<file path="src/rtl/hazard_unit_pkg.sv">
// Shared types for the pipeline hazard controller: FSM encoding, writeback
// select for loads, and the opcodes the load-use detector cares about.
package hazard_unit_pkg;

  typedef enum logic [1:0] {
    HZ_RUN    = 2'd0,
    HZ_BUBBLE = 2'd1,
    HZ_DWAIT  = 2'd2
  } hz_state_t;

  localparam logic [1:0] REGSEL_LOAD = 2'b11;

  // JR uses the core's internal decode encoding, not the MIPS R-type funct.
  typedef enum logic [5:0] {
    RTYPE = 6'h00,
    BEQ   = 6'h04,
    BNE   = 6'h05,
    LW    = 6'h23,
    SW    = 6'h2b,
    JR    = 6'h3f
  } opcode_t;

  function automatic logic ld_hazard(
    input logic       regwr,
    input logic [1:0] regsel,
    input logic [4:0] dst,
    input logic [5:0] opcode,
    input logic [4:0] rs,
    input logic [4:0] rt,
    input logic       uses_rt
  );
    logic rt_hit;
    rt_hit = uses_rt && (opcode != JR) && (rt == dst);
    return regwr && (regsel == REGSEL_LOAD) && (dst != 5'd0) && ((rs == dst) || rt_hit);
  endfunction

endpackage

</file>
<file path="src/rtl/hazard_unit_sat_counter.sv">
// Saturating event counter; reads zero while reset is held.
module sat_counter #(
  parameter int CNT_W = 32
) (
  input  logic             CLK,
  input  logic             nRST,
  input  logic             inc,
  output logic [CNT_W-1:0] count
);

  logic [CNT_W-1:0] count_q;
  logic [CNT_W-1:0] count_d;

  always_comb begin
    count_d = count_q;
    if (inc && (count_q != {CNT_W{1'b1}})) begin
      count_d = count_q + {{(CNT_W-1){1'b0}}, 1'b1};
    end else begin
      count_d = count_q;
    end
  end

  always_ff @(posedge CLK) begin
    if (!nRST) begin
      count_q <= {CNT_W{1'b0}};
    end else begin
      count_q <= count_d;
    end
  end

  assign count = nRST ? count_q : {CNT_W{1'b0}};

endmodule

</file>
<file path="src/rtl/hazard_unit.sv">
// Stall/flush controller for the 5-stage pipeline: load-use bubbles, redirect
// squashes, I/D memory waits, plus saturating stall/flush counters.
module hazard_unit
  import hazard_unit_pkg::*;
#(
  parameter int CNT_W = 32
) (
  input  logic             CLK,
  input  logic             nRST,
  input  logic             ihit,
  input  logic             dhit,
  input  logic [5:0]       opcode_de,
  input  logic [4:0]       rs_de,
  input  logic [4:0]       rt_de,
  input  logic             uses_rt_de,
  input  logic [4:0]       regDst_ex,
  input  logic             regWr_ex,
  input  logic [1:0]       regSel_ex,
  input  logic             dREN_me,
  input  logic             dWEN_me,
  input  logic             redirect_ex,
  output logic             pc_en,
  output logic             fd_en,
  output logic             fd_flush,
  output logic             de_en,
  output logic             de_flush,
  output logic             em_en,
  output logic             em_flush,
  output logic             mw_en,
  output logic [CNT_W-1:0] stall_cnt,
  output logic [CNT_W-1:0] flush_cnt
);

  hz_state_t state_q;
  hz_state_t state_d;
  logic      ld_use;
  logic      dwait;

  assign ld_use = ld_hazard(regWr_ex, regSel_ex, regDst_ex, opcode_de, rs_de, rt_de, uses_rt_de);
  assign dwait  = (dREN_me || dWEN_me) && !dhit;

  always_ff @(posedge CLK) begin
    if (!nRST) begin
      state_q <= HZ_RUN;
    end else begin
      state_q <= state_d;
    end
  end

  always_comb begin
    state_d = state_q;
    case (state_q)
      HZ_RUN: begin
        if (dwait)       state_d = HZ_DWAIT;
        else if (ld_use) state_d = HZ_BUBBLE;
        else             state_d = HZ_RUN;
      end
      HZ_BUBBLE: state_d = dwait ? HZ_DWAIT : HZ_RUN;
      HZ_DWAIT:  state_d = dwait ? HZ_DWAIT : HZ_RUN;
      default:   state_d = HZ_RUN;
    endcase
  end

  // A flushed latch keeps en=1: flush dominates, so the value is irrelevant.
  always_comb begin
    pc_en    = 1'b1;
    fd_en    = 1'b1;
    de_en    = 1'b1;
    em_en    = 1'b1;
    mw_en    = 1'b1;
    fd_flush = 1'b0;
    de_flush = 1'b0;
    em_flush = 1'b0;
    if (!nRST) begin
      pc_en    = 1'b0;
      fd_en    = 1'b0;
      de_en    = 1'b0;
      em_en    = 1'b0;
      mw_en    = 1'b0;
      fd_flush = 1'b1;
      de_flush = 1'b1;
      em_flush = 1'b1;
    end else if (dwait) begin
      pc_en = 1'b0;
      fd_en = 1'b0;
      de_en = 1'b0;
      em_en = 1'b0;
      mw_en = 1'b0;
    end else if (redirect_ex) begin
      fd_flush = 1'b1;
      de_flush = 1'b1;
    end else if (ld_use && (state_q == HZ_RUN)) begin
      pc_en    = 1'b0;
      fd_en    = 1'b0;
      de_flush = 1'b1;
    end else if (!ihit) begin
      pc_en    = 1'b0;
      fd_flush = 1'b1;
    end else begin
      pc_en = 1'b1;
    end
  end

  sat_counter #(.CNT_W(CNT_W)) u_stall_cnt (
    .CLK   (CLK),
    .nRST  (nRST),
    .inc   (!pc_en),
    .count (stall_cnt)
  );

  sat_counter #(.CNT_W(CNT_W)) u_flush_cnt (
    .CLK   (CLK),
    .nRST  (nRST),
    .inc   (fd_flush || de_flush),
    .count (flush_cnt)
  );

endmodule

</file>
<file path="config.mk">
export PLATFORM = sky130hd
export DESIGN_NAME = hazard_unit
export DESIGN_NICKNAME = d
export VERILOG_FILES = /design/src/rtl/hazard_unit_pkg.sv /design/src/rtl/hazard_unit_sat_counter.sv /design/src/rtl/hazard_unit.sv
export SDC_FILE = /design/constraint.sdc
export NUM_CORES = 1
export LEC_CHECK = 0
export ABC_AREA = 1
export CORE_MARGIN = 3
export CORE_UTILIZATION = 55
export CTS_CLUSTER_SIZE = 25
export DETAILED_ROUTE_END_ITERATION = 10
export PLACE_DENSITY = 0.95
export SETUP_SLACK_MARGIN = 0.4
export SLEW_MARGIN = 20
export SYNTH_ARGS = -nofsm -noshare
export SYNTH_HDL_FRONTEND = slang
export SYNTH_HIERARCHICAL = 1
export SYNTH_SLANG_ARGS = --single-unit
</file>
<file path="constraint.sdc">
create_clock -name CLK -period 5.8 [get_ports CLK]
set_input_delay 0.87 -clock CLK [delete_from_list [all_inputs] [get_ports CLK]]
set_output_delay 0.87 -clock CLK [all_outputs]
set_load 0.005 [all_outputs]
</file>
After elaboration in Yosys (flattened, before gate mapping)
Index checks and enable logic that the tools add are counted.
Storage, ports and cells
  bits in registers: 66
  bits of input ports: 32
  output and inout bits: 72
  word-level logic and storage cells: 57
Cells by class
  $add $sub $neg: 2
  eq/ne operators: 8
  multiplexer cells: 27
  reduce and logical (&&, ||, !) cells: 17
Operators by type and width (number)
  adder 32 x 1 -> 32 bit, second input constant: 2
  two-way mux 32 bit: 2
  != test 32 bit, second input constant: 2
  two-way mux 1 bit: 22
  equality test 5 bit: 2
  logical AND 1 bit: 9
  != test 6 bit, second input constant: 1
  nonzero test 5 bit: 1
  equality test 2 bit, second input constant: 2
  two-way mux 2 bit: 2
  one-hot mux 2 bit (2 select lines): 1
  logical OR 1 bit: 3
  equality test 2 x 1 -> 1 bit, second input constant: 1
  logical NOT 1 bit: 2
  logical NOT 2 bit: 1
  OR reduction 2 bit: 1

Logic depth before layout (Yosys ltp)
Gate-level depths: netlist (run 1).
  word-level depth: 12
  depth in mapped cells: 20
  depth with buffers taken out: 20

Hierarchy
The synthesis (run 1) kept the hierarchy.
Modules (own cells, without submodules)
  sat_counter: times used 2, cells each 389, area an instance 2209.6 um^2, seq. area each 640.6 um^2
  hazard_unit: times used 1, cells each 92, area an instance 441.7 um^2, seq. area each 40.0 um^2

Worst setup path before layout (run 1)
OpenSTA, ideal clock, no wires.
  path kind: input port to flip-flop
  start point: input regDst_ex[0]
  end point: register u_flush_cnt.count_q[25]
  setup time: 0.115 ns
  arrival time: 2.311 ns
  data required time: 5.685 ns
  slack: 3.374 ns
  stages: 18
  path buffers: 0
  cells stage by stage: inv_1 -> nor2_1 -> nor2_1 -> nand2_1 -> nor2_1 -> nand2_1 -> nand2_2 -> nand2_1 -> nand2_1 -> nand2_1 -> nand3_1 -> inv_1 -> nor2_1 -> nand3_1 -> nor2_1 -> nand3_1 -> nand2_1 -> nor2_1
On the way
  word-level cells in the longest chain between the ends: 11
  elaborated cells on any way between the ends: 18
  those cells by class: eq/ne (2); mux (8); reduce/logical (8)
RTL lines
  from (decl): line hazard_unit.sv:16  | input logic [4:0] regDst_ex,
  equality test 5 bit: line hazard_unit_pkg.sv:33  | rt_hit = uses_rt && (opcode != JR) && (rt == dst);
  logical AND 1 bit: line hazard_unit_pkg.sv:33
  logical OR 1 bit: line hazard_unit_pkg.sv:34  | return regwr && (regsel == REGSEL_LOAD) && (dst != 5'd0) && ((rs == dst) || rt_hit);
  logical AND 1 bit *: line hazard_unit_pkg.sv:34
  logical AND 1 bit *: line hazard_unit.sv:92  | end else if (ld_use && (state_q == HZ_RUN)) begin
  two-way mux 1 bit: line hazard_unit.sv:92
  two-way mux 1 bit: line hazard_unit.sv:89  | end else if (redirect_ex) begin
  two-way mux 1 bit: line hazard_unit.sv:83  | end else if (dwait) begin
  two-way mux 1 bit: line hazard_unit.sv:74  | if (!nRST) begin
  logical OR 1 bit *: line hazard_unit.sv:114  | .inc (fd_flush || de_flush),
  logical AND 1 bit *: line hazard_unit_sat_counter.sv:16  | if (inc && (count_q != {CNT_W{1'b1}})) begin
  to (signal assigned): line hazard_unit_sat_counter.sv:25  | count_q <= {CNT_W{1'b0}};
  to (signal assigned): line hazard_unit_sat_counter.sv:27  | count_q <= count_d;
  to (decl): line hazard_unit_sat_counter.sv:11  | logic [CNT_W-1:0] count_q;
Every way passes the cells marked *; elsewhere a longest branch is shown, timed or not.
A chain may end at the register's enable or synchronous reset.

Worst setup path after layout (run 1)
  start point: input nRST
  end point: output pc_en
On the way
  word-level cells in the longest chain between the ends: 1
RTL lines
  from (decl): line hazard_unit.sv:9  | input logic nRST,
  two-way mux 1 bit: line hazard_unit.sv:74
  to (decl): line hazard_unit.sv:22  | output logic pc_en,
Every way passes these cells.

==> results.cfg, run 1 <==
[placement]
gp_congestion = 0.961
post_dp_cell_area_um2 = 5850
io_buffers = 103
hpwl_mm = 8.95

[sta]
hold_violations = 0
maxSlewViolCount = 0
skew_ns = 0.0130
setup_viol = 0
period_minus_slack_ns = 3.69
maxSlewHeadroom_pct = 44.6
worst_pin_slew_ns = 0.831
fmax_mhz = 271
min_period_over_period_pct = 63.6
rsz0062_at_grt = false
final.setup.tns_ns = 0

[synth]
syn_area_per_cell_um2 = 5.59
synth_nets = 906
ys_ff_latch = 66
netlist_area_um2 = 4860
synth_edf_count = 0
yosys.area.top_type = dfxtp_1
synth_warnings = 6
synth.top_cell.area_share_pct = 27.2
ys_seq_area_share_pct = 27.2
async_flop_share_pct = 0
syn-instance-count = 870
synth.area.top_cells = dfxtp_1, nand2_1, nor2_1
synth.distinct_cells = 28
synth_top_flop_cell = dfxtp_1

[clock_tree]
cts_setup_buffers = 0
cts_buffer_depth = 2
htree_num_levels = 3
postCtsHoldBufs = 0
cts-buffers-inserted = 9
clock_latency_ns = 0.33
path_clk_slew_ns = 0.07
cts_root_buffer = clkbuf_8
cts_sinks = 66
post_cts_resized = 0
cts_tree = built

[power_and_ir_drop]
power_mw = 0.911
power_leakage_nw = 2.98
ir_drop_mv = 0.120
power_density_nw_per_um2 = 151

[worst_setup_path]
r2r-end = u_flush_cnt/count_q[17]$_SDFFE_PN0P_
worstSetupPathType = in2out
path_buf_inv = 3
ff2ff_setup_slack_ns = 3.30
critical-path-top-delay-family = buffers and inverters
arrival_ns = 2.82
rr_startpoint = state_q[0]$_SDFF_PN0_
rr_worst_depth = 15
cpPeakStageDelay_ns = 0.64
crit_slowest_cell = buf_4
end_kind = output port
path_cells = buf_4, inv_1, nor2_1, nand2_2, nor2_2, clkdlybuf4s50_1
required_ns = 4.93
crit_path_max_fanout = 95
cp-start-kind = input pin

[routing]
drc = 0
wl_mm = 12.2
dr.first_iter.drc_count = 465
avgViaCountPerCell = 5.17
drtAntennaViolNets = 0
wl_per_cell_um = 11.4
drt_first_pass_iters = 6
routed-via-count = 5503

[cells_and_area]
final_common_cell = nand2_1
n_antenna_cell = 0
area_growth_syn_to_layout_pct = 24.0
drive_gt1_share_pct = 5.21
postLayoutCoreUtil_pct = 71.9
final_cell_area_um2 = 6030
final_cell_mix = nand2_1, nor2_1, inv_1
fin_nets = 993

[min_path]
hold_path.class = reg2reg
hold_start = u_flush_cnt/count_q[24]$_SDFFE_PN0P_
hold_end = u_flush_cnt/count_q[24]$_SDFFE_PN0P_
hold_depth = 2

[global_route]
grt_max_degree = 96
antenna_found_initial = 0
overflow = 0
grt_pass1_vias = 4648
grt_pass1_wl_mm = 20.4
track_usage_pct = 24.3

[floorplanning]
core_area_um2 = 8380
dieArea_um2 = 10000
die_x_um = 100
rows = 33
fp.dieH_um = 100
initial_core_util_pct = 58.0
ioPinCount = 104

[run]
drv_cap = 0

[outcome]
outcome = completed
-- cell type report --
class | instances | area [um2]
fillers | 698 | 2350
well taps | 105 | 131
clock buffers | 12 | 165
inverters | 150 | 563
clock inverters | 2 | 12.5
multi-input cells | 626 | 2800
repair buffers | 104 | 1040
flip-flops and latches | 66 | 1320
-- routing by layer --
metal  routed length [um]  track usage [%]  vias up
li1                     -                -     2833
met1                 5450             33.9     2374
met2                 5390             37.6      270
met3                 1100             4.45       26
met4                  239             8.91        0
met5                    0                0        -
-- kinds of logic after synthesis --
| group | synth area share (%) |
|---|---|
| buf+inv | 15.2 |
| flops | 27.2 |
| simple gates | 48.9 |
| fa+ha+maj | 1.03 |
| compound gates | 6.90 |
| xor+xnor | 0.721 |
-- synth_stat cells, types with 2 or more instances --
| cell | count |
|---|---|
| nand2_1 | 266 |
| nor2_1 | 159 |
| inv_1 | 146 |
| dfxtp_1 | 66 |
| nand3_1 | 57 |
| a21oi_1 | 39 |
| nand4_1 | 28 |
| a31oi_1 | 12 |
| buf_2 | 10 |
| nand2_2 | 10 |
| nor2_2 | 9 |
| nor3_1 | 9 |
| clkbuf_1 | 8 |
| o21ai_0 | 7 |
| buf_6 | 6 |
| nor2_4 | 6 |
| a21boi_1 | 4 |
| and2_1 | 4 |
| buf_4 | 4 |
| ha_1 | 4 |
| inv_2 | 4 |
| xor2_1 | 3 |
| nand2_4 | 2 |
| nand3b_1 | 2 |
| or2_2 | 2 |
-- stage by stage --
step	std cells	hold slack, ns	setup slack, ns
floorplan	870	0.477	3.37
global placement	1051	0.507	2.22
detailed placement	1051	0.512	2.13
CTS	1065	0.523	2.11
global route	1065	0.563	1.93
finish	1065	0.523	2.11
-- worst max path at each step --
stage,from,cells past startpoint,endpoint,slack [ns]
5_1_grt,nRST,6,pc_en,1.93
3_3_place_gp,nRST,6,pc_en,2.22
3_5_place_dp,nRST,6,pc_en,2.13
2_1_floorplan,regDst_ex[0],18,u_flush_cnt/count_q[25]$_SDFFE_PN0P_,3.37
6_report,nRST,6,pc_en,2.11
4_1_cts,nRST,6,pc_en,2.11
-- power by group --
group          switching, mW  internal (mW)
logic                 0.0482         0.0477
clock network          0.167          0.185
registers            0.00571          0.458
-- state kept, by name, summed over array words and instances (netlist names) --
register and cells:
u_stall_cnt/count_q 32, u_flush_cnt/count_q 32, state_q 2
-- worst min-delay path: stages (launching register included) --
cell	delay [ns]
dfxtp_1	0.35
inv_1	0.07
a21oi_1	0.06
Power figures use the tool's default switching activity.
==> run 2: changes to the inputs <==
--- a/config.mk
+++ b/config.mk
@@ -7,10 +7,10 @@
 export LEC_CHECK = 0
 export ABC_AREA = 1
 export CORE_MARGIN = 3
-export CORE_UTILIZATION = 55
+export CORE_UTILIZATION = 47
 export CTS_CLUSTER_SIZE = 25
 export DETAILED_ROUTE_END_ITERATION = 10
-export PLACE_DENSITY = 0.95
+export PLACE_DENSITY = 0.89
 export SETUP_SLACK_MARGIN = 0.4
 export SLEW_MARGIN = 20
 export SYNTH_ARGS = -nofsm -noshare
==> constraint.sdc (replaced) <==
create_clock -name CLK -period 3.2 [get_ports CLK]
set_input_delay 0.48 -clock CLK [delete_from_list [all_inputs] [get_ports CLK]]
set_output_delay 0.48 -clock CLK [all_outputs]
set_load 0.005 [all_outputs]
==> results.cfg, run 2 (synthesized netlist as in run 1, its figures left out) <==
[clock_tree]
htree_num_levels = 3
path_clk_slew_ns = 0.07
cts_root_buffer = clkbuf_8
cts_sinks = 66
cts-buffers-inserted = 9
clock_latency_ns = 0.34
cts_setup_buffers = 0
cts_tree = built
cts_buffer_depth = 2

[routing]
drtAntennaViolNets = 0
dr.first_iter.drc_count = 378
wl_mm = 12.3
wl_per_cell_um = 11.2
drt_first_pass_iters = 5
drc = 0
avgViaCountPerCell = 4.98
routed-via-count = 5460

[power_and_ir_drop]
p_int_mw = 1.54
p_clk_share_pct = 48.7
netSwitchingFraction_pct = 22.3
switching_power_mw = 0.442
power_leakage_nw = 3.05
power_density_nw_per_um2 = 320
ir_drop_mv = 0.181
pwr-share-comb_pct = 8.9
p_seq_share_pct = 42.4

[outcome]
outcome = completed

[cells_and_area]
area_growth_syn_to_layout_pct = 27.5
largest_registers = u_flush_cnt/count_q: 32 flops, u_stall_cnt/count_q: 32 flops, state_q: 2 flops
n_antenna_cell = 0
fin_nets = 995
final_cell_mix = nand2_1, nor2_1, inv_1
final_common_cell = nand2_1
drive_gt1_share_pct = 5.71
n_fill_cell = 957
final_cells = 1097

[global_route]
grt_pass1_wl_mm = 21.2
grt_max_degree = 132
grt_pass1_vias = 4868
track_usage_pct = 21.9
antenna_found_initial = 0
overflow = 0

[sta]
fmax_mhz = 373
setup_viol = 0
rsz0062_at_grt = true
hold_violations = 0
period_minus_slack_ns = 2.68
final.setup.tns_ns = 0
maxSlewHeadroom_pct = 49.1
worst_pin_slew_ns = 0.761
maxSlewViolCount = 0
skew_ns = 0.0111
worst_hold_slack_ns = 0.483
min_period_over_period_pct = 83.7

[floorplanning]
fp.dieH_um = 108
ioPinCount = 104
dieArea_um2 = 11600
rows = 36
die_x_um = 108
core_area_um2 = 9910
initial_core_util_pct = 49.1

[worst_setup_path]
cpPeakStageDelay_ns = 0.54
worstSetupPathType = in2out
path_cells = clkdlybuf4s50_1, nor3_1, nand3_1, nand3_1, inv_1, nand3_2, nand2_2, nor2_2, clkdlybuf4s50_1
cp-start-kind = input pin
crit_path_max_fanout = 4
arrival_ns = 2.20
crit_slowest_cell = clkdlybuf4s50_1
required_ns = 2.72
end_kind = output port

[min_path]
hold_path.class = in2reg

[run]
drv_cap = 0

[placement]
hpwl_mm = 9.11
placed_cells = 1081
gp_congestion = 0.910
io_buffers = 103
==> run 2: critical path, delay by kind of cell <==
family,cells,cell delay [ns]
buffers and inverters,3,1.08
and+or+nand+nor,6,0.65
==> run 2: path summary, 6_finish.rpt <==
kind	start	end	slack, ns	cells past startpoint
worst max-delay path	regDst_ex[3]	pc_en	0.52	9
worst min-delay path	nRST	state_q[1]$_SDFF_PN0_	0.48	3
worst max register to register	state_q[0]$_SDFF_PN0_	u_flush_cnt/count_q[17]$_SDFFE_PN0P_	0.95	16
worst min register to register	u_stall_cnt/count_q[2]$_SDFFE_PN0P_	u_stall_cnt/count_q[2]$_SDFFE_PN0P_	0.54	2
==> run 2: final cells by class <==
type                    count  area (um2)  share of cell area [%]
inverters                 150         563                    9.09
clock inverters             6         138                    2.22
repair buffers            106        1070                    17.2
well taps                 133         166                    2.69
multi-input cells         626        2800                    45.2
clock buffers              10         138                    2.22
flip-flops and latches     66        1320                    21.3
==> run 2: timing repair <==
item                                    4_1_cts  5_1_grt
endpoints found under the setup margin        0        6
gates resized for setup                       0        3
hold buffers                                  0        0
==> run 2: through the flow <==
stage               total power [mW]  worst slack (ns)  util (%)  area, um2
floorplan                      0.955              1.16         -       4860
detailed placement              1.04             0.260      59.7       5910
global placement                1.03             0.366      59.7       5910
global route                    2.06             0.398      62.5       6200
finish                          1.98             0.521      62.5       6200
CTS                             2.00             0.422      62.4       6190
==> run 2: per-layer routing <==
metal	track usage [%]	share of wire, %	vias up
li1	-	-	2846
met1	28.2	45	2399
met2	35.2	45	185
met3	4.02	6.7	30
met4	10.4	2.8	0
met5	0	0	-
==> run 2: power by group through the flow <==
stage          clock (mW)  sequential (mW)  combinational, mW
2_1_floorplan           0            0.856             0.0988
3_3_place_gp            0            0.859              0.175
3_5_place_dp            0            0.859              0.177
4_1_cts             0.984            0.840              0.178
5_1_grt              1.01            0.841              0.201
6_report            0.965            0.840              0.176
